[src/rtl/regfile_wb_arb_if.sv]
// Writeback arbitration bundle: pipeline and multicycle writeback requests,
// multicycle issue tracking, decode hazard checks and the register-file write port.
interface regfile_wb_arb_if;
  logic        p_valid;
  logic [4:0]  p_addr;
  logic [31:0] p_data;
  logic        p_ready;
  logic        m_valid;
  logic [4:0]  m_addr;
  logic [31:0] m_data;
  logic        m_ready;
  logic        iss_valid;
  logic [4:0]  iss_addr;
  logic        chk_re1;
  logic        chk_re2;
  logic [4:0]  chk_addr1;
  logic [4:0]  chk_addr2;
  logic        stall;
  logic        rf_we;
  logic [4:0]  rf_waddr;
  logic [31:0] rf_wdata;

  modport master (
    output p_valid, p_addr, p_data, m_valid, m_addr, m_data,
           iss_valid, iss_addr, chk_re1, chk_re2, chk_addr1, chk_addr2,
    input  p_ready, m_ready, stall, rf_we, rf_waddr, rf_wdata
  );

  modport slave (
    input  p_valid, p_addr, p_data, m_valid, m_addr, m_data,
           iss_valid, iss_addr, chk_re1, chk_re2, chk_addr1, chk_addr2,
    output p_ready, m_ready, stall, rf_we, rf_waddr, rf_wdata
  );
endinterface

[src/rtl/regfile_wb_arb.sv]
// Register-file writeback arbiter: pipeline has priority, the multicycle unit is
// forced through after STARVE_MAX lost cycles; a pending scoreboard drives decode stalls.
module regfile_wb_arb #(
  parameter int STARVE_MAX = 4
) (
  input logic           clk,
  input logic           rst,
  regfile_wb_arb_if.slave bus
);

  localparam logic [3:0] STARVE_LIM = 4'(STARVE_MAX);

  logic [3:0]  starve_cnt;
  logic [31:0] pending;
  logic [31:0] pending_next;
  logic        p_grant;
  logic        m_grant;
  logic        win_xfer;
  logic [4:0]  win_addr;
  logic [31:0] win_data;
  logic        hit1;
  logic        hit2;

  // Grants are suppressed during reset so no handshake can complete then.
  always_comb begin
    p_grant = 1'b0;
    m_grant = 1'b0;
    if (!rst) begin
      if (bus.m_valid && (starve_cnt == STARVE_LIM)) begin
        m_grant = 1'b1;
      end else if (bus.p_valid) begin
        p_grant = 1'b1;
      end else if (bus.m_valid) begin
        m_grant = 1'b1;
      end
    end
  end

  assign bus.p_ready = p_grant;
  assign bus.m_ready = m_grant;

  always_comb begin
    win_addr = 5'd0;
    win_data = 32'd0;
    if (p_grant) begin
      win_addr = bus.p_addr;
      win_data = bus.p_data;
    end else if (m_grant) begin
      win_addr = bus.m_addr;
      win_data = bus.m_data;
    end
    win_xfer = (p_grant || m_grant) && (win_addr != 5'd0);
  end

  always_ff @(posedge clk) begin
    if (rst || !bus.m_valid || m_grant) begin
      starve_cnt <= 4'd0;
    end else if (starve_cnt < STARVE_LIM) begin
      starve_cnt <= starve_cnt + 4'd1;
    end
  end

  // Clear before set so an issue to the register being written back keeps it pending.
  always_comb begin
    pending_next = pending;
    if (m_grant) begin
      pending_next[bus.m_addr] = 1'b0;
    end
    if (bus.iss_valid) begin
      pending_next[bus.iss_addr] = 1'b1;
    end
    pending_next[0] = 1'b0;
  end

  always_ff @(posedge clk) begin
    if (rst) begin
      pending <= 32'd0;
    end else begin
      pending <= pending_next;
    end
  end

  always_ff @(posedge clk) begin
    if (rst || !win_xfer) begin
      bus.rf_we    <= 1'b0;
      bus.rf_waddr <= 5'd0;
      bus.rf_wdata <= 32'd0;
    end else begin
      bus.rf_we    <= 1'b1;
      bus.rf_waddr <= win_addr;
      bus.rf_wdata <= win_data;
    end
  end

  assign hit1      = bus.chk_re1 && (bus.chk_addr1 != 5'd0) && pending[bus.chk_addr1];
  assign hit2      = bus.chk_re2 && (bus.chk_addr2 != 5'd0) && pending[bus.chk_addr2];
  assign bus.stall = !rst && (hit1 || hit2);

endmodule

[src/flat_wrapper.sv]
// flat-port wrapper written by rule: the top's interface ports become plain ports
module regfile_wb_arb_flat 
#(
  parameter int STARVE_MAX = 4
)
  (clk, rst, bus_p_valid, bus_p_addr, bus_p_data, bus_m_valid, bus_m_addr, bus_m_data, bus_iss_valid, bus_iss_addr, bus_chk_re1, bus_chk_re2, bus_chk_addr1, bus_chk_addr2, bus_p_ready, bus_m_ready, bus_stall, bus_rf_we, bus_rf_waddr, bus_rf_wdata);
  regfile_wb_arb_if bus_i ();
  input logic clk;
  input logic rst;
  input wire logic [$bits(bus_i.p_valid)-1:0] bus_p_valid;
  input wire logic [$bits(bus_i.p_addr)-1:0] bus_p_addr;
  input wire logic [$bits(bus_i.p_data)-1:0] bus_p_data;
  input wire logic [$bits(bus_i.m_valid)-1:0] bus_m_valid;
  input wire logic [$bits(bus_i.m_addr)-1:0] bus_m_addr;
  input wire logic [$bits(bus_i.m_data)-1:0] bus_m_data;
  input wire logic [$bits(bus_i.iss_valid)-1:0] bus_iss_valid;
  input wire logic [$bits(bus_i.iss_addr)-1:0] bus_iss_addr;
  input wire logic [$bits(bus_i.chk_re1)-1:0] bus_chk_re1;
  input wire logic [$bits(bus_i.chk_re2)-1:0] bus_chk_re2;
  input wire logic [$bits(bus_i.chk_addr1)-1:0] bus_chk_addr1;
  input wire logic [$bits(bus_i.chk_addr2)-1:0] bus_chk_addr2;
  output wire logic [$bits(bus_i.p_ready)-1:0] bus_p_ready;
  output wire logic [$bits(bus_i.m_ready)-1:0] bus_m_ready;
  output wire logic [$bits(bus_i.stall)-1:0] bus_stall;
  output wire logic [$bits(bus_i.rf_we)-1:0] bus_rf_we;
  output wire logic [$bits(bus_i.rf_waddr)-1:0] bus_rf_waddr;
  output wire logic [$bits(bus_i.rf_wdata)-1:0] bus_rf_wdata;
  assign bus_i.p_valid = bus_p_valid;
  assign bus_i.p_addr = bus_p_addr;
  assign bus_i.p_data = bus_p_data;
  assign bus_i.m_valid = bus_m_valid;
  assign bus_i.m_addr = bus_m_addr;
  assign bus_i.m_data = bus_m_data;
  assign bus_i.iss_valid = bus_iss_valid;
  assign bus_i.iss_addr = bus_iss_addr;
  assign bus_i.chk_re1 = bus_chk_re1;
  assign bus_i.chk_re2 = bus_chk_re2;
  assign bus_i.chk_addr1 = bus_chk_addr1;
  assign bus_i.chk_addr2 = bus_chk_addr2;
  assign bus_p_ready = bus_i.p_ready;
  assign bus_m_ready = bus_i.m_ready;
  assign bus_stall = bus_i.stall;
  assign bus_rf_we = bus_i.rf_we;
  assign bus_rf_waddr = bus_i.rf_waddr;
  assign bus_rf_wdata = bus_i.rf_wdata;
  regfile_wb_arb #(.STARVE_MAX(STARVE_MAX)) u_core (.clk(clk), .rst(rst), .bus(bus_i));
endmodule
[config.mk]
export PLATFORM = sky130hd
export DESIGN_NAME = regfile_wb_arb_flat
export DESIGN_NICKNAME = d
export VERILOG_FILES = /design/src/rtl/regfile_wb_arb_if.sv /design/src/rtl/regfile_wb_arb.sv /design/src/flat_wrapper.sv
export SDC_FILE = /design/constraint.sdc
export NUM_CORES = 1
export LEC_CHECK = 0
export ABC_AREA = 1
export CORE_MARGIN = 4
export CORE_UTILIZATION = 45
export CTS_CLUSTER_SIZE = 24
export DETAILED_ROUTE_END_ITERATION = 7
export GPL_TIMING_DRIVEN = 0
export PLACE_DENSITY_LB_ADDON = 0.08
export REMOVE_ABC_BUFFERS = 1
export SYNTH_ARGS = -nofsm -noshare
export SYNTH_HDL_FRONTEND = slang
export SYNTH_SLANG_ARGS = --single-unit
[constraint.sdc]
create_clock -name clk -period 5.5 [get_ports clk]
set_clock_uncertainty 0.2 [all_clocks]
set_input_delay 1.1 -clock clk [delete_from_list [all_inputs] [get_ports clk]]
set_output_delay 1.1 -clock clk [all_outputs]
set_load 0.05 [all_outputs]
After elaboration in Yosys (flattened, before gate mapping)
Index checks and enable logic that the tools add are counted.
{"block": "totals", "register_bits": 74, "wordCells": 60}
{"block": "op_classes", "n_addsub": 1, "magnitude_cmp": 7, "eq_ne": 1, "mux": 22, "bitwise": 3, "reduce_logical": 20}
{"op": "2-to-1 mux 32 bit", "n": 4}
{"op": "AND 32 bit", "n": 1}
{"op": "inverter 32 bit", "n": 1}
{"op": "OR 32 bit", "n": 1}
{"op": "less-than comparator 5 x 6 -> 1 bit (second input constant)", "n": 4}
{"op": "nonzero test 5 bit", "n": 3}
{"op": "2-to-1 mux 1 bit", "n": 12}
{"op": "binary-select mux 1 bit (select 5 bit)", "n": 2}
{"op": "demux 1 bit (select 5 bit)", "n": 2}
{"op": "greater-or-equal comparator 5 x 1 -> 1 bit (second input constant)", "n": 2}
{"op": "2-to-1 mux 5 bit", "n": 2}
{"op": "logical AND 1 bit", "n": 9}
{"op": "logical OR 1 bit", "n": 5}
{"op": "adder 4 x 1 -> 4 bit (second input constant)", "n": 1}
{"op": "equality test 4 x 3 -> 1 bit (second input constant)", "n": 1}
{"op": "less-than comparator 4 x 3 -> 1 bit (second input constant)", "n": 1}
{"op": "zero test 1 bit", "n": 3}

Logic depth before layout (Yosys ltp)
{"block": "logic_depth", "word_depth": 11, "depth_mapped": 13}

Worst setup path before layout
No wires, ideal clock.
{"block": "synth_path", "kind": "input -> output", "from": "in bus_chk_addr1[0]", "to": "out bus_stall", "t_arrival_ns": 2.677, "t_required_ns": 4.200, "path_slack_ns": 1.523, "stages": 10, "path_buffers": 2, "cell_sequence": "buf_2 -> inv_1 -> buf_2 -> nand2_1 -> nand3_1 -> nand3_1 -> nand3_1 -> nand3_1 -> nand3_1 -> a21oi_1"}
{"block": "synth_via", "elab_chain_cells": 5}
{"item": "start: declaration", "line": "flat_wrapper.sv:20", "text": "input wire logic [$bits(bus_i.chk_addr1)-1:0] bus_chk_addr1;"}
{"item": "binary-select mux 1 bit (select 5 bit) / nonzero test 5 bit (equally long branches)", "line": "regfile_wb_arb.sv:95", "text": "assign hit1 = bus.chk_re1 && (bus.chk_addr1 != 5'd0) && pending[bus.chk_addr1];"}
{"item": "2-to-1 mux 1 bit (implied by the code) / logical AND 1 bit (equally long branches)", "line": "regfile_wb_arb.sv:95"}
{"item": "logical AND 1 bit (*)", "line": "regfile_wb_arb.sv:95"}
{"item": "logical OR 1 bit (*)", "line": "regfile_wb_arb.sv:97", "text": "assign bus.stall = !rst && (hit1 || hit2);"}
{"item": "logical AND 1 bit (*)", "line": "regfile_wb_arb.sv:97"}
{"item": "end: declaration", "line": "flat_wrapper.sv:24", "text": "output wire logic [$bits(bus_i.stall)-1:0] bus_stall;"}
Mark *: on every way between the ends. The rest lies on a longest branch, timed or not. The select of a mux whose other input is x is not followed.

Final worst setup path
Same ends and word-level chain as after synthesis.

==> reports/metrics.cfg <==
[layout]
final_cell_area_sq_mm = 0.00539
layout.nets = 828
multi_input_area_sq_mm = 0.00188
syn_to_final_growth_pct = 42.6
num_antenna_cells = 0
fillers = 727
seq_area_sq_mm = 0.00146
drive_gt1_share_pct = 10.3
utilization_pct = 65.9

[worst_hold_path]
min_path_type = flip-flop to flip-flop

[die]
initial_core_util_pct = 46.2
die_h_um = 99.6
die_x_um = 99.6
floorplan.core_area_sq_mm = 0.00818
rows = 33
ioPinCount = 137
dieArea_sq_mm = 0.00993

[sta]
setup_violations = 0
setup_ws_ns = 0.220
fmax_mhz = 189
rsz0062_at_grt = no
hold_violations = 0
fin_crit_ns = 5.28
tightest_slew_ns = 1.29
drv_slew = 0
relSlewSlack_pct = 14.1
fin_crit_sh_pct = 96.0

[grt]
antenna_found_initial = 0
grt_use_total_pct = 22.7
grt_overflow_total = 0
grt_pass1_wl_um = 18000
grt_max_degree = 39
grt_pass1_vias = 3975

[synthesis]
yosys.area_share.adder_pct = 0.662
synthMuxAreaShare_pct = 0
seq_area_frac_synth_pct = 38.7
syn_area_sq_mm = 0.00378
postSynthCellCount = 603
synth_xor_area_share_pct = 0.232
synth_compound_area_share_pct = 11.2
ys_ff_latch = 73
synth_simple_gate_area_share_pct = 37.7
syn_area_per_cell_sq_um = 6.27
synth_top_family_by_area = simple AND/OR/NAND/NOR gates
yosysWarnings = 0
yosysUniqueCellTypes = 24

[setup_path]
worstPathArrival_ns = 3.98
worstSetupPathType = input port to output pin
cp_max_fo = 18
end_kind = output pin
start_kind = input port
cp.required_ns = 4.20

[cts]
cts_tree = yes
insertion_delay_ns = 0.34
cts_resized = 1
cts_made_buffers = 9
path_clk_slew_ns = 0.08
cts_max_level = 3
post_cts_buffers = 0
clkSinkCount = 73
hold_buffers = 0
cts_root_buffer = clkbuf_8
clockBufferDepth = 2

[route]
vias = 4047
wl_per_cell_um = 13.1
ant_nets = 0
firstDrtPassIters = 4
drc_errors = 0
drtIter0Drc = 214
finalWirelength_um = 11000
via_per_inst = 4.82

[placed_design]
portBuffers = 136
place_area_sq_mm = 0.00515
gp_congestion = 0.936
dp_hpwl_um = 8680
place_ws_ns = -0.196

[pwr]
p_leak_nw = 2.47
ir_drop_uv = 123
powerDensity_mw_per_mm2 = 248

[outcome]
status = finished clean

[flow_run]
drv_cap = 0

## synthesized netlist by cell type (all sizes together)
| cell type | number | area [sq um] |
|---|---|---|
| ha | 2 | 25.0 |
| clkinv | 1 | 3.75 |
| nand3 | 40 | 200 |
| clkbuf | 7 | 26.3 |
| nand4 | 2 | 12.5 |
| dfxtp | 73 | 1460 |
| a21oi | 40 | 200 |
| inv | 84 | 315 |
| buf | 13 | 91.3 |
| nor2 | 24 | 97.6 |
| o21ai | 39 | 214 |
| nor3 | 10 | 61.3 |
| nand2 | 266 | 1050 |
| xor2 | 1 | 8.76 |
| o211ai | 1 | 7.51 |
## power by group
part           total [mW]  leakage, nW  internal [mW]  switching (mW)
Clock               0.472        0.116          0.261           0.211
Combinational       0.307         1.76          0.125           0.182
Sequential          0.557        0.595          0.550         0.00709
## through the flow
stage	total power, mW	std cells	TNS, ns	hold slack (ns)
6_report	1.34	840	0	0.280
3_5_place_dp	0.877	824	-0.196	0.264
2_1_floorplan	0.732	583	0	0.244
5_1_grt	1.40	840	0	0.306
4_1_cts	1.35	840	0	0.275
3_3_place_gp	0.873	824	-0.165	0.258
## metal layers
metal	up-vias	wire length [um]	part of all wire [%]	track usage, %
li1	2105	-	-	-
met1	1763	4400	40	26.1
met2	157	5170	47	37.0
met3	22	1100	10	9.05
met4	0	325	3.0	10.7
met5	-	0	0	0
## cells by family (layout without fill, tap and decap cells)
kind of cell    after synthesis  after routing
compound gates               80             80
xor+xnor                      1              1
fa+ha+maj                     2              2
buf+inv                     105            237
flops                        73             73
simple gates                342            342
## final timing paths
check / from / to / slack, ns / depth (start not counted)
setup / recovery: bus_chk_addr1[0] / bus_stall / 0.22 / 10
hold / removal: u_core.pending[10]$_SDFF_PP0_ / u_core.pending[10]$_SDFF_PP0_ / 0.28 / 2
setup reg to reg: u_core.starve_cnt[0]$_SDFFE_PP0N_ / u_core.bus.rf_wdata[12]$_SDFF_PP0_ / 3.14 / 11
hold reg to reg: u_core.pending[10]$_SDFF_PP0_ / u_core.pending[10]$_SDFF_PP0_ / 0.28 / 2
## flip-flops by register name (all words and copies together), names as in the netlist
name                 count
u_core.bus.rf_waddr      5
u_core.bus.rf_wdata     32
u_core.bus.rf_we         1
u_core.pending          31
u_core.starve_cnt        4
## placed cells by master, fill, tap and decap left out, types with 2 or more instances in the layout
cell / instances
inv_1: 51
ha_1: 2
nand2_1: 246
bufinv_16: 2
clkdlybuf4s50_1: 134
nand2_2: 19
nand3_1: 40
nand4_1: 2
nor2_1: 23
a21oi_1: 40
o21ai_2: 5
inv_2: 32
clkinv_4: 2
dlymetal6s2s_1: 2
clkbuf_8: 9
o21ai_0: 34
dfxtp_1: 73
nor3_1: 9
## layout make-up
type / count / share of cell area (%)
clock buffer: 9 / 2.30
tap: 105 / 2.44
multi-input combinational: 425 / 34.9
inverter: 85 / 5.99
sequential: 73 / 27.1
timing repair buffer: 136 / 25.4
clock inverter: 7 / 1.90
## critical path, cell delays in order
cell and delay, ns:
clkdlybuf4s50_1 0.90, inv_1 0.43, nand2_1 0.17, nand3_1 0.08
nand3_1 0.10, nand3_1 0.08, nand3_1 0.08, nand3_1 0.07
a21oi_1 0.13, clkdlybuf4s50_1 0.84
(Power assumes the default switching activity.)
